**src/rtl/instr_fetch_unit.sv**
```systemverilog
// instr_fetch_unit: MIPS instruction fetch stage. Owns the PC, runs a req/ack
//   handshake with instruction memory and holds one fetched word for decode.
// Latency: a word is presented (instr_valid=1) the cycle after its memory ack.
// Backpressure: stall holds the output word; fetching pauses (imem_req=0) in HOLD.
//
// Ports:
//   clk, rst_n             clock, asynchronous active-low reset
//   imem_req/imem_addr     fetch request and byte address (stable until ack)
//   imem_ack/imem_rdata    memory response, same cycle as request or later
//   stall                  decode cannot consume the presented word
//   redirect_valid/_target branch/jump redirect pulse and new PC
//   instr_valid/instr      presented word (instr forced to 0 when not valid)
//   opcode                 instr[31:26] for the control unit
//   pc_out/pc_plus4        address of instr and that address + 4
// Option FETCH_ALIGN_CHECK_EN: adds fetch_fault; a misaligned redirect target
//   stops fetching until reset. Without it, target[1:0] are forced to 2'b00.
module instr_fetch_unit #(
  parameter logic [31:0] RESET_PC = 32'h0000_0000,
  parameter logic [31:0] PC_INC   = 32'd4
) (
  input  logic        clk,
  input  logic        rst_n,
  output logic        imem_req,
  output logic [31:0] imem_addr,
  input  logic        imem_ack,
  input  logic [31:0] imem_rdata,
  input  logic        stall,
  input  logic        redirect_valid,
  input  logic [31:0] redirect_target,
  output logic        instr_valid,
  output logic [31:0] instr,
  output logic [5:0]  opcode,
  output logic [31:0] pc_out,
  output logic [31:0] pc_plus4
`ifdef FETCH_ALIGN_CHECK_EN
  ,
  output logic        fetch_fault
`endif
);

  typedef enum logic [1:0] {
    S_FETCH = 2'd0,  // request outstanding (or about to issue)
    S_HOLD  = 2'd1,  // output word stalled, fetching paused
    S_KILL  = 2'd2   // draining a request made stale by a redirect
  } state_t;

  state_t      r_state;
  logic        r_req;
  logic [31:0] r_addr;     // address of the request on the bus
  logic [31:0] r_pc;       // next address to fetch
  logic        r_vld;
  logic [31:0] r_instr;
  logic [31:0] r_pc_out;

  logic        w_consume;
  logic [31:0] w_tgt;
  logic [31:0] w_pc_next;
  logic        w_fault_nxt;  // fault state as it will be after this edge

  assign w_consume = r_vld & ~stall;
  assign w_tgt     = {redirect_target[31:2], 2'b00};
  assign w_pc_next = r_pc + PC_INC;

`ifdef FETCH_ALIGN_CHECK_EN
  logic r_fault;

  assign w_fault_nxt = r_fault | (redirect_valid & (|redirect_target[1:0]));
  assign fetch_fault = r_fault;

  // Sticky until reset.
  always_ff @(posedge clk or negedge rst_n) begin
    if (!rst_n) begin
      r_fault <= 1'b0;
    end else if (w_fault_nxt) begin
      r_fault <= 1'b1;
    end
  end
`else
  logic w_unused_tgt_lsb;

  assign w_fault_nxt      = 1'b0;
  assign w_unused_tgt_lsb = ^redirect_target[1:0];
`endif

  always_ff @(posedge clk or negedge rst_n) begin
    if (!rst_n) begin
      r_state  <= S_FETCH;
      r_req    <= 1'b0;
      r_addr   <= RESET_PC;
      r_pc     <= RESET_PC;
      r_vld    <= 1'b0;
      r_instr  <= 32'h0;
      r_pc_out <= 32'h0;
    end else if (redirect_valid) begin
      // Redirect beats everything: the held word is discarded even if stalled.
      r_vld   <= 1'b0;
      r_instr <= 32'h0;
      r_pc    <= w_tgt;
      if (r_req && !imem_ack) begin
        // Request still pending: keep it on the bus unchanged and drop its data.
        r_state <= S_KILL;
      end else begin
        // No request, or its ack is this cycle (data dropped): restart at target.
        r_state <= S_FETCH;
        r_req   <= ~w_fault_nxt;
        r_addr  <= w_tgt;
      end
    end else begin
      case (r_state)
        S_FETCH: begin
          if (!r_req) begin
            // Idle after reset (or faulted): start requesting at the PC.
            r_req  <= ~w_fault_nxt;
            r_addr <= r_pc;
            if (w_consume) begin
              r_vld   <= 1'b0;
              r_instr <= 32'h0;
            end
          end else if (imem_ack) begin
            if (!r_vld || w_consume) begin
              // Register empty or being consumed: refill, keep streaming.
              r_vld    <= 1'b1;
              r_instr  <= imem_rdata;
              r_pc_out <= r_addr;
              r_pc     <= w_pc_next;
              r_addr   <= w_pc_next;
            end else begin
              // Register full and stalled: the returned word has nowhere to go.
              // Drop it without advancing the PC; it is refetched after the
              // held word is consumed, so nothing is lost or duplicated.
              r_state <= S_HOLD;
              r_req   <= 1'b0;
            end
          end else if (w_consume) begin
            r_vld   <= 1'b0;
            r_instr <= 32'h0;
          end
        end
        S_HOLD: begin
          if (!stall) begin
            r_vld   <= 1'b0;
            r_instr <= 32'h0;
            r_state <= S_FETCH;
            r_req   <= 1'b1;
            r_addr  <= r_pc;
          end
        end
        S_KILL: begin
          // Output register is already empty here; wait for the stale ack.
          if (imem_ack) begin
            r_state <= S_FETCH;
            r_req   <= ~w_fault_nxt;
            r_addr  <= r_pc;
          end
        end
        default: begin
          r_state <= S_FETCH;
          r_req   <= 1'b0;
        end
      endcase
    end
  end

  assign imem_req    = r_req;
  assign imem_addr   = r_addr;
  assign instr_valid = r_vld;
  assign instr       = r_instr;
  assign opcode      = r_instr[31:26];
  assign pc_out      = r_pc_out;
  assign pc_plus4    = r_pc_out + 32'd4;

endmodule

```
**config.mk**
```make
export PLATFORM = sky130hd
export DESIGN_NAME = instr_fetch_unit
export DESIGN_NICKNAME = d
export VERILOG_FILES = /design/src/rtl/instr_fetch_unit.sv
export SDC_FILE = /design/constraint.sdc
export NUM_CORES = 1
export LEC_CHECK = 0
export ABC_AREA = 0
export ABC_CLOCK_PERIOD_IN_PS = 2700
export CORE_MARGIN = 2
export CORE_UTILIZATION = 46
export CTS_BUF_LIST = sky130_fd_sc_hd__clkbuf_2
export CTS_CLUSTER_SIZE = 24
export DETAILED_ROUTE_END_ITERATION = 8
export HOLD_SLACK_MARGIN = 0.03
export PLACE_DENSITY_LB_ADDON = 0.15
export SKIP_CTS_REPAIR_TIMING = 1
export SLEW_MARGIN = 20
export SYNTH_ARGS = -nofsm -noshare
export SYNTH_HDL_FRONTEND = slang
export SYNTH_SLANG_ARGS = --single-unit
export TNS_END_PERCENT = 20
```
**constraint.sdc**
```tcl
create_clock -name clk -period 2.7 [get_ports clk]
set_clock_uncertainty 0.15 [all_clocks]
set_input_delay 0.405 -clock clk [delete_from_list [all_inputs] [get_ports clk]]
set_output_delay 0.405 -clock clk [all_outputs]
set_load 0.01 [all_outputs]
```
Word level (Yosys, flattened, before mapping)
Cells that the tools add are included.
W data, S select, Z words.
- reduce and logical (&&, ||, !) cells: 17
- mux-type cells: 41
- equality and inequality tests: 11
- add/sub/neg operators: 2
- bitwise gates (word level): 3
- operator list (kind ; number):
    $mux W32 ; 16
    $pmux W32 S3 ; 1
    $add A32 B3 Y32 const B ; 2
    $pmux W32 S2 ; 1
    $ne A3 B3 Y1 const B ; 5
    $mux W2 ; 7
    $mux W1 ; 13
    $reduce_and A5 Y1 ; 2
    $ne A4 B4 Y1 const B ; 2
    $reduce_bool A2 Y1 ; 4
    $pmux W2 S3 ; 1
    $reduce_and A3 Y1 ; 2
    $reduce_and A6 Y1 ; 1
    $ne A5 B5 Y1 const B ; 1
    $reduce_and A4 Y1 ; 1
    $reduce_bool A4 Y1 ; 1
    $pmux W1 S3 ; 1
    $reduce_bool A3 Y1 ; 1
    $eq A2 B1 Y1 const B ; 1
    $eq A2 B2 Y1 const B ; 1
    $logic_not A1 Y1 ; 2
    $logic_not A2 Y1 ; 1
    $ne A2 B2 Y1 const B ; 1
    $not A1 Y1 ; 2
    4 further kinds ; 4
- input port bits: 69
- register bits after elaboration: 132
- output and inout bits: 136
- word-level logic and storage cells: 81

Longest topological paths before layout
Gate-level depths: netlist (run 1).
- depth in word-level cells: 8
- depth in mapped cells: 9
- depth with buffers taken out: 7

Worst setup path before layout (run 1)
Ideal clock, no wire load.
- path type: reg-to-output
- from: register r_pc_out[2], in the netlist pc_out[2]
- to: output pc_plus4[26]
- required time: 2145 ps
- data arrival time: 2008 ps
- slack: 137 ps
- stages on the path, launching flop included: 7
- path buffers: 0
- cell sequence: dfrtp_1 ha_1 and4_1 or3b_2 nor2_1 nand4_1 xnor2_1
- cells in the longest elaborated chain, start to end: 1
- ends and longest elaborated chain (element ; RTL line ; RTL):
    from (decl) ; 53 ; logic [31:0] r_pc_out;
    from (signal assigned) ; 124 ; r_pc_out <= r_addr;
    $add A32 B3 Y32 ; 170 ; assign pc_plus4 = r_pc_out + 32'd4;
    to (decl) ; 34 ; output logic [31:0] pc_plus4
Every way passes these cells.

Worst setup path after layout (run 1)
- from: register r_pc_out[2], in the netlist pc_out[2]
- to: output pc_plus4[14]
Same word-level chain as after synthesis.

==> results.yml, run 1 <==
synth:
  ys_types: 57
  synth.top_cell.area_share_pct: 46.4
  syn_inst: 670
  ys_async_sr_fraction_pct: 100
  synth_seq_cells: 128
  synthTopCellsByCount: "dfrtp_1, nand2_1, xnor2_1"
  synth_flop_cell: "dfrtp_1"
  synth_seq_area_share_pct: 46.4
  synth.net_count: 745
  ys_top_cells_by_area: "dfrtp_1, mux2_2, xnor2_1"
  synth_edf_count: 0
  yosys.area.top_type: "dfrtp_1"
  synth.most_common_cell: "dfrtp_1"
  mappedNetlistArea_sq_um: 6910
  ys_warn_count: 0
  syn_avg_cell_area_sq_um: 10.3
placement:
  gp_congestion: 0.903
  portBuffers: 202
  pre_cts_ws_ns: -0.301
  dp.final_hpwl_mm: 14.0
power:
  peakVddDrop_v: 0.000571
  finalPower_w: 0.00863
  p_per_area_nw_per_um2: 898
  p_seq_share_pct: 36.5
  internal_power_w: 0.00536
  p_clk_share_pct: 13.0
  p_sw_share_pct: 37.9
  p_sw_w: 0.00327
  p_comb_share_pct: 50.4
  leakage_nw: 4.09
cells_and_area:
  multi_input_area_sq_um: 3480
  fin_nets: 973
  drive_above_1_share_pct: 19.6
  regArea_sq_um: 3200
  area_growth_pct: 39.1
  postLayoutCoreUtil_pct: 65.9
  num-fill-cells: 1184
route:
  drt_iter0_drc: 323
  antenna_left: 0
  drc: 0
  vias_per_cell: 5.48
  wl_per_cell_um: 17.3
  vias: 6011
  firstDrtPassIters: 7
  routed_wl_mm: 18.9
die:
  die_y_um: 127
  dieArea_sq_um: 16000
  boundaryPins: 205
  core_sq_um: 14600
  dieWidth_um: 127
  initial_utilization_pct: 47.3
  rows: 44
critical_path:
  path_max_fanout: 3
  startpoint: "pc_out[2]"
  reg2reg_from: "r_state[0]"
  critical_path_required_ns: 2.14
  startpoint_type: "register"
  path_class: "register to output pin"
  crit_arrival_ns: 2.62
  end_kind: "output pin"
clocking:
  clock-root-buffer: "clkbuf_2"
  clockBufferDepth: 2
  ctsHtreeMaxLevel: 4
  cts_tree: "done"
  cts_inserted_buffers: 17
  clk-insertion-delay-late_ns: 0.70
  clkSlewWorstSetupHoldPaths_ns: 0.18
  cts_sinks: 128
timing:
  min_period_ns: 3.17
  drv_slew: 0
  max_clock_freq_ghz: 0.315
  hold_ws_ns: 0.0920
  slew_headroom_pct: 58.0
  hold_viol_final: 0
  fin_ws_ns: -0.474
  worst_slew_pin_slew_ns: 0.630
  final.period_utilization_pct: 118
  rsz0062_at_grt: "yes"
  setup_viol: 17
global_route:
  antenna_found_initial: 1
  grtUsageTotal_pct: 23.5
  grt_max_degree: 64
  grt_first_pass_wirelength_mm: 30.3
  grt_pass1_vias: 5963
  grt_overflow: 0
flow_run:
  maxCapViolCount: 0
outcome:
  violations: "negative setup slack"
  outcome: "finished with violations"
worst_hold_path:
  hold_path_class: "input port to asynchronous set/reset pin"
worst max-delay path: stages (launching register included):
cell     delay (ns)
dfrtp_1        0.40
ha_2           0.19
and4_1         0.21
or3b_4         0.44
buf_4          0.16
nor2_4         0.07
buf_4          0.12
xor2_1         0.18
buf_2          0.16
layout make-up:
type / instances / share of cell area, %
Antenna cell: 1 / 0.0260
Clock inverter: 12 / 1.24
Timing Repair Buffer: 260 / 25.4
Inverter: 10 / 0.391
Tap cell: 184 / 2.40
Multi-Input combinational cell: 481 / 36.2
Sequential cell: 128 / 33.3
Clock buffer: 20 / 1.04
state kept, by name (all words and copies together), names as in the netlist:
| register | count |
|---|---|
| r_pc | 30 |
| imem_addr | 31 |
| instr_valid | 1 |
| r_state | 2 |
| imem_req | 1 |
| instr | 32 |
| pc_out | 31 |
power groups by stage:
stage	Combinational, W	Clock, W	Sequential (W)
6_report	0.00435	0.00113	0.00315
3_3_place_gp	0.00441	0	0.00315
3_5_place_dp	0.00449	0	0.00319
2_1_floorplan	0.00181	0	0.00334
4_1_cts	0.00450	0.00117	0.00315
5_1_grt	0.00467	0.00126	0.00325
per-layer routing:
layer,track usage (%),vias up,wire length [um]
met1,31.1,2940,8200
met4,8.86,0,191
met5,0,-,0
met2,38.2,204,9460
met3,5.19,15,1070
li1,-,2852,-
worst paths after layout:
check	endpoint	slack, ns	depth (start not counted)
setup / recovery	pc_plus4[14]	-0.47	8
hold / removal	pc_out[20]	0.09	2
min in group clk	r_pc[25]	0.12	3
setup reg to reg	r_pc[15]	0.16	7
hold reg to reg	instr[1]	0.38	1
max in group asynchronous	r_pc[10]	1.60	3
kinds of logic after synthesis:
family,share of synthesized area (%)
and+or+nand+nor,17.5
DFF,46.4
AOI/OAI and AO/OA,12.1
xor gates and xnor gates,9.38
buffers and inverters,4.09
muxes,9.40
adders and majority gates,1.09
metrics by stage:
step           TNS [ns]  std cells  area [sq um]
6_report          -4.94       1096          9610
5_1_grt           -9.06       1096          9610
4_1_cts          -18.06       1090          9590
3_5_place_dp      -1.87       1058          9370
3_3_place_gp      -1.14       1058          9370
2_1_floorplan         0        670          6910
placed cells by master (no fill, tap or decap), types with 23 or more instances in the layout:
cell type	n
clkdlybuf4s50_1	173
dfrtp_1	128
nand2_1	58
buf_4	52
xnor2_1	47
mux2_2	39
a22o_1	33
nor2_1	28
xor2_1	27
nand3_1	24
clkbuf_2	24
a21oi_1	23
Power figures use the tool's default switching activity.
==> inputs of run 2 (changes only) <==
--- a/config.mk
+++ b/config.mk
@@ -8,7 +8,7 @@
 export ABC_AREA = 0
 export ABC_CLOCK_PERIOD_IN_PS = 2700
 export CORE_MARGIN = 2
-export CORE_UTILIZATION = 46
+export CORE_UTILIZATION = 49
 export CTS_BUF_LIST = sky130_fd_sc_hd__clkbuf_2
 export CTS_CLUSTER_SIZE = 24
 export DETAILED_ROUTE_END_ITERATION = 8
==> run 2 against run 1 <==
The run still ends with negative setup slack left. First-iteration DRC count increased by 18%. Final area is 0.77% higher. Hold slack got worse by 0.0078 ns. Combinational power about the same. Largest power group unchanged. Non-clock buffer count is 9 higher.
==> results.yml, run 2 (synthesis results as in run 1) <==
outcome:
  outcome: "finished with violations"
  violations: "negative setup slack"
timing:
  hold_viol_final: 0
  slew_headroom_pct: 58.4
  final.period_utilization_pct: 121
  max_clock_freq_ghz: 0.306
  rsz0062_at_grt: "yes"
  worst_slew_pin_slew_ns: 0.624
  drv_slew: 0
  setup_viol: 19
  fin_ws_ns: -0.568
  tns_ns: -5.50
  min_period_ns: 3.27
clocking:
  ctsHtreeMaxLevel: 4
  clockBufferDepth: 2
  cts_inserted_buffers: 17
  cts_tree: "done"
  clkSlewWorstSetupHoldPaths_ns: 0.17
  clk-insertion-delay-late_ns: 0.73
  clock-root-buffer: "clkbuf_2"
  cts_sinks: 128
global_route:
  grt_first_pass_wirelength_mm: 30.0
  grt_max_degree: 55
  grt_pass1_vias: 6104
  grt_overflow: 0
  antenna_found_initial: 1
  grtUsageTotal_pct: 25.4
cells_and_area:
  num-fill-cells: 1067
  final_cell_mix: "clkdlybuf4s50_1, dfrtp_1, buf_4, nand2_1, xnor2_1"
  layout_commonest_cell: "clkdlybuf4s50_1"
  drive_above_1_share_pct: 21.0
  fin_nets: 982
  postLayoutCoreUtil_pct: 70.0
  largest_register_ffs: 32
  area_growth_pct: 40.2
route:
  antenna_left: 0
  routed_wl_mm: 18.9
  drc: 0
  drt_iter0_drc: 381
  firstDrtPassIters: 5
  vias: 6156
  wl_per_cell_um: 17.2
  vias_per_cell: 5.60
die:
  dieWidth_um: 123
  boundaryPins: 205
  dieArea_sq_um: 15100
  rows: 43
  core_sq_um: 13800
  initial_utilization_pct: 50.0
  die_y_um: 123
placement:
  dp.final_hpwl_mm: 14.3
  gp_congestion: 0.925
  portBuffers: 202
power:
  leakage_nw: 4.12
  internal_power_w: 0.00543
  p_per_area_nw_per_um2: 897
  p_seq_share_pct: 36.4
  p_clk_share_pct: 13.5
  p_sw_share_pct: 37.5
  p_sw_w: 0.00326
  p_comb_share_pct: 50.2
  peakVddDrop_v: 0.000507
worst_hold_path:
  hold_path_class: "input port to register"
flow_run:
  maxCapViolCount: 0
critical_path:
  end_kind: "output pin"
  crit_arrival_ns: 2.71
  path_class: "register to output pin"
  startpoint_type: "register"
  critical_path_required_ns: 2.14
  path_max_fanout: 7
## run 2: changes by cell type in the layout (fill, tap and decap cells not counted), moves of 2 or more
cell / change
buf_4: +8
clkinv_4: -2
clkinv_2: -3
nand2_2: +3
clkinv_1: +3
nand2_1: -3
buf_2: +3
dlymetal6s2s_1: -4
## run 2: worst max-delay path, cell delays in order (launching register included)
cell     delay, ns
dfrtp_1       0.39
ha_2          0.18
and4_1        0.19
or3b_4        0.42
nor2_4        0.10
buf_6         0.13
nand4_1       0.19
xnor2_2       0.23
buf_2         0.16
## run 2: layout make-up
class | instances | area, sq um | share of cell area, %
tap | 180 | 225 | 2.33
multi-input combinational | 481 | 3510 | 36.3
clock buffer | 20 | 100 | 1.03
timing repair buffer | 269 | 2480 | 25.6
sequential | 128 | 3200 | 33.1
clock inverter | 10 | 120 | 1.24
inverter | 10 | 37.5 | 0.388
antenna | 1 | 2.50 | 0.0258
## run 2: stage by stage
stage               total power (W)  setup slack (ns)  cells  hold WS, ns  cell area (sq um)
floorplan                   0.00516             0.137    670      -0.0406               6910
global placement            0.00755            -0.162   1061        0.247               9400
detailed placement          0.00767            -0.324   1061        0.250               9400
CTS                         0.00885             -1.14   1091       -0.554               9620
global route                0.00922            -0.743   1099       0.0484               9690
finish                      0.00868            -0.568   1099       0.0842               9690
## run 2: final timing paths
kind | startpoint | endpoint | slack (ns) | depth (start not counted)
setup / recovery | pc_out[3] | pc_plus4[28] | -0.57 | 8
hold reg to reg | instr[14] | instr[14] | 0.38 | 1
max in group asynchronous | rst_n | instr[6] | 2.00 | 3
setup reg to reg | r_state[0] | r_pc[13] | 0.16 | 7
min in group asynchronous | rst_n | r_pc[18] | 0.09 | 3
hold / removal | redirect_target[25] | r_pc[25] | 0.08 | 3
## run 2: per-layer routing
| metal | vias to the layer above | wire length [um] | track usage [%] |
|---|---|---|---|
| li1 | 2866 | - | - |
| met1 | 3016 | 8030 | 32.4 |
| met2 | 235 | 9430 | 43.0 |
| met3 | 39 | 1050 | 5.48 |
| met4 | 0 | 347 | 8.26 |
| met5 | - | 0 | 0 |
## run 2: power groups by stage
stage / clock (W) / sequential [W] / combinational [W]
floorplan: 0 / 0.00334 / 0.00181
global placement: 0 / 0.00316 / 0.00439
detailed placement: 0 / 0.00319 / 0.00448
CTS: 0.00120 / 0.00315 / 0.00450
global route: 0.00130 / 0.00325 / 0.00467
finish: 0.00117 / 0.00316 / 0.00436
==> inputs of run 3 (changes only) <==
--- a/config.mk
+++ b/config.mk
@@ -7,12 +7,14 @@
 export LEC_CHECK = 0
 export ABC_AREA = 0
 export ABC_CLOCK_PERIOD_IN_PS = 2700
-export CORE_MARGIN = 2
+export CAP_MARGIN = 10
+export CORE_MARGIN = 1.5
 export CORE_UTILIZATION = 49
 export CTS_BUF_LIST = sky130_fd_sc_hd__clkbuf_2
 export CTS_CLUSTER_SIZE = 24
 export DETAILED_ROUTE_END_ITERATION = 8
 export HOLD_SLACK_MARGIN = 0.03
+export MAX_ROUTING_LAYER = met4
 export PLACE_DENSITY_LB_ADDON = 0.15
 export SKIP_CTS_REPAIR_TIMING = 1
 export SLEW_MARGIN = 20
==> run 3 against run 2 <==
The run still ends with negative setup slack left. Routed wire length rose by 0.63%. Clock-buffer cell count did not move. Combinational power barely moved. Sequential share of layout area rose by 0.51 points. Power fell by 2.8%. Setup slack improved by 0.16 ns. Hold slack got worse by 0.018 ns. Register-to-register slack improved by 0.09 ns. Via count fell by 1.9%. Non-clock buffer count fell by 11.
==> results.yml, run 3 (synthesis results as in run 1) <==
global_route:
  grt_overflow: 0
  grtUsageTotal_pct: 26.8
  grt_max_degree: 48
  grt_pass1_vias: 5949
  antenna_found_initial: 1
  grt_first_pass_wirelength_mm: 30.1
critical_path:
  critical_path_required_ns: 2.14
  startpoint_type: "register"
  path_max_fanout: 7
  end_kind: "output pin"
  path_class: "register to output pin"
  crit_arrival_ns: 2.55
outcome:
  outcome: "finished with violations"
  violations: "negative setup slack"
flow_run:
  maxCapViolCount: 0
clocking:
  clock-root-buffer: "clkbuf_2"
  clockBufferDepth: 2
  clkSlewWorstSetupHoldPaths_ns: 0.20
  cts_tree: "done"
  cts_inserted_buffers: 17
  ctsHtreeMaxLevel: 4
  cts_sinks: 128
  clk-insertion-delay-late_ns: 0.70
timing:
  tns_ns: -4.52
  drv_slew: 0
  setup_viol: 17
  slew_headroom_pct: 58.0
  fin_ws_ns: -0.406
  final.period_utilization_pct: 115
  worst_slew_pin_slew_ns: 0.630
  min_period_ns: 3.11
  hold_viol_final: 0
  max_clock_freq_ghz: 0.322
  rsz0062_at_grt: "yes"
cells_and_area:
  multi_input_area_sq_um: 3480
  regArea_sq_um: 3200
  num-fill-cells: 1088
  fin_area_sq_um: 9540
  drive_above_1_share_pct: 19.8
  area_growth_pct: 38.1
  fin_nets: 971
  final_cell_mix: "clkdlybuf4s50_1, dfrtp_1, nand2_1, buf_4, xnor2_1"
  layout_commonest_cell: "clkdlybuf4s50_1"
  largest_register_ffs: 32
placement:
  gp_congestion: 0.886
  portBuffers: 202
  dp.final_hpwl_mm: 14.2
  place_area_sq_um: 9380
route:
  drc: 0
  drt_iter0_drc: 357
  wl_per_cell_um: 17.4
  antenna_left: 0
  firstDrtPassIters: 6
  vias: 6041
  vias_per_cell: 5.54
  routed_wl_mm: 19.0
die:
  boundaryPins: 205
  initial_utilization_pct: 50.0
  dieArea_sq_um: 14800
  core_sq_um: 13800
  die_y_um: 122
  rows: 43
  dieWidth_um: 122
power:
  peakVddDrop_v: 0.000532
  finalPower_w: 0.00844
  leakage_nw: 4.04
  p_per_area_nw_per_um2: 885
worst_hold_path:
  hold_path_class: "input port to asynchronous set/reset pin"
run 3: changes by cell type in the layout (fill, tap and decap cells not counted), moves of 3 or more:
cell,delta
buf_4,-11
bufinv_16,-3
clkinv_1,-3
clkinv_2,+3
clkinvlp_4,+5
nand2_1,+3
nand2_2,-3
run 3: final cells by class:
type | instances | area share, %
Multi-Input combinational cell | 481 | 36.5
Timing Repair Buffer | 258 | 25.3
Tap cell | 180 | 2.36
Clock inverter | 12 | 0.748
Antenna cell | 1 | 0.0262
Clock buffer | 20 | 1.05
Sequential cell | 128 | 33.6
Inverter | 10 | 0.394
run 3: per-layer routing:
metal  global-route usage [%]  wire length [um]
met1                     34.5              8390
met2                     43.5              9350
met3                     4.31               856
met4                     8.90               379
met5                        -                 0
run 3: per-stage QoR:
stage / setup WS, ns / utilization [%] / hold slack, ns / instances
2_1_floorplan: 0.137 / - / -0.0406 / 670
3_3_place_gp: -0.182 / 67.9 / 0.291 / 1055
3_5_place_dp: -0.248 / 67.9 / 0.287 / 1055
4_1_cts: -1.04 / 69.1 / -0.527 / 1087
5_1_grt: -0.570 / 69.0 / 0.0518 / 1090
6_report: -0.406 / 69.0 / 0.0665 / 1090
run 3: path summary, 6_finish.rpt:
kind / startpoint / endpoint / slack [ns] / depth (start not counted)
worst max-delay path: pc_out[2] / pc_plus4[30] / -0.41 / 8
worst min register to register: instr[20] / instr[20] / 0.38 / 1
min in group clk: redirect_target[31] / r_pc[31] / 0.09 / 3
worst max register to register: r_state[0] / r_pc[15] / 0.25 / 7
worst min-delay path: rst_n / imem_addr[22] / 0.07 / 2
max in group asynchronous: rst_n / pc_out[5] / 1.66 / 3
run 3: power by group:
part / internal (W) / switching [W]
Sequential: 0.00253 / 0.000638
Combinational: 0.00237 / 0.00196
Clock: 0.000234 / 0.000710
run 3: worst max-delay path, stage by stage (launching register included):
cell and delay (ns):
dfrtp_1 0.40, ha_2 0.19, and4_1 0.20, or3b_4 0.43
nor2_4 0.10, buf_6 0.13, nand4_1 0.12, xnor2_1 0.16
buf_2 0.14
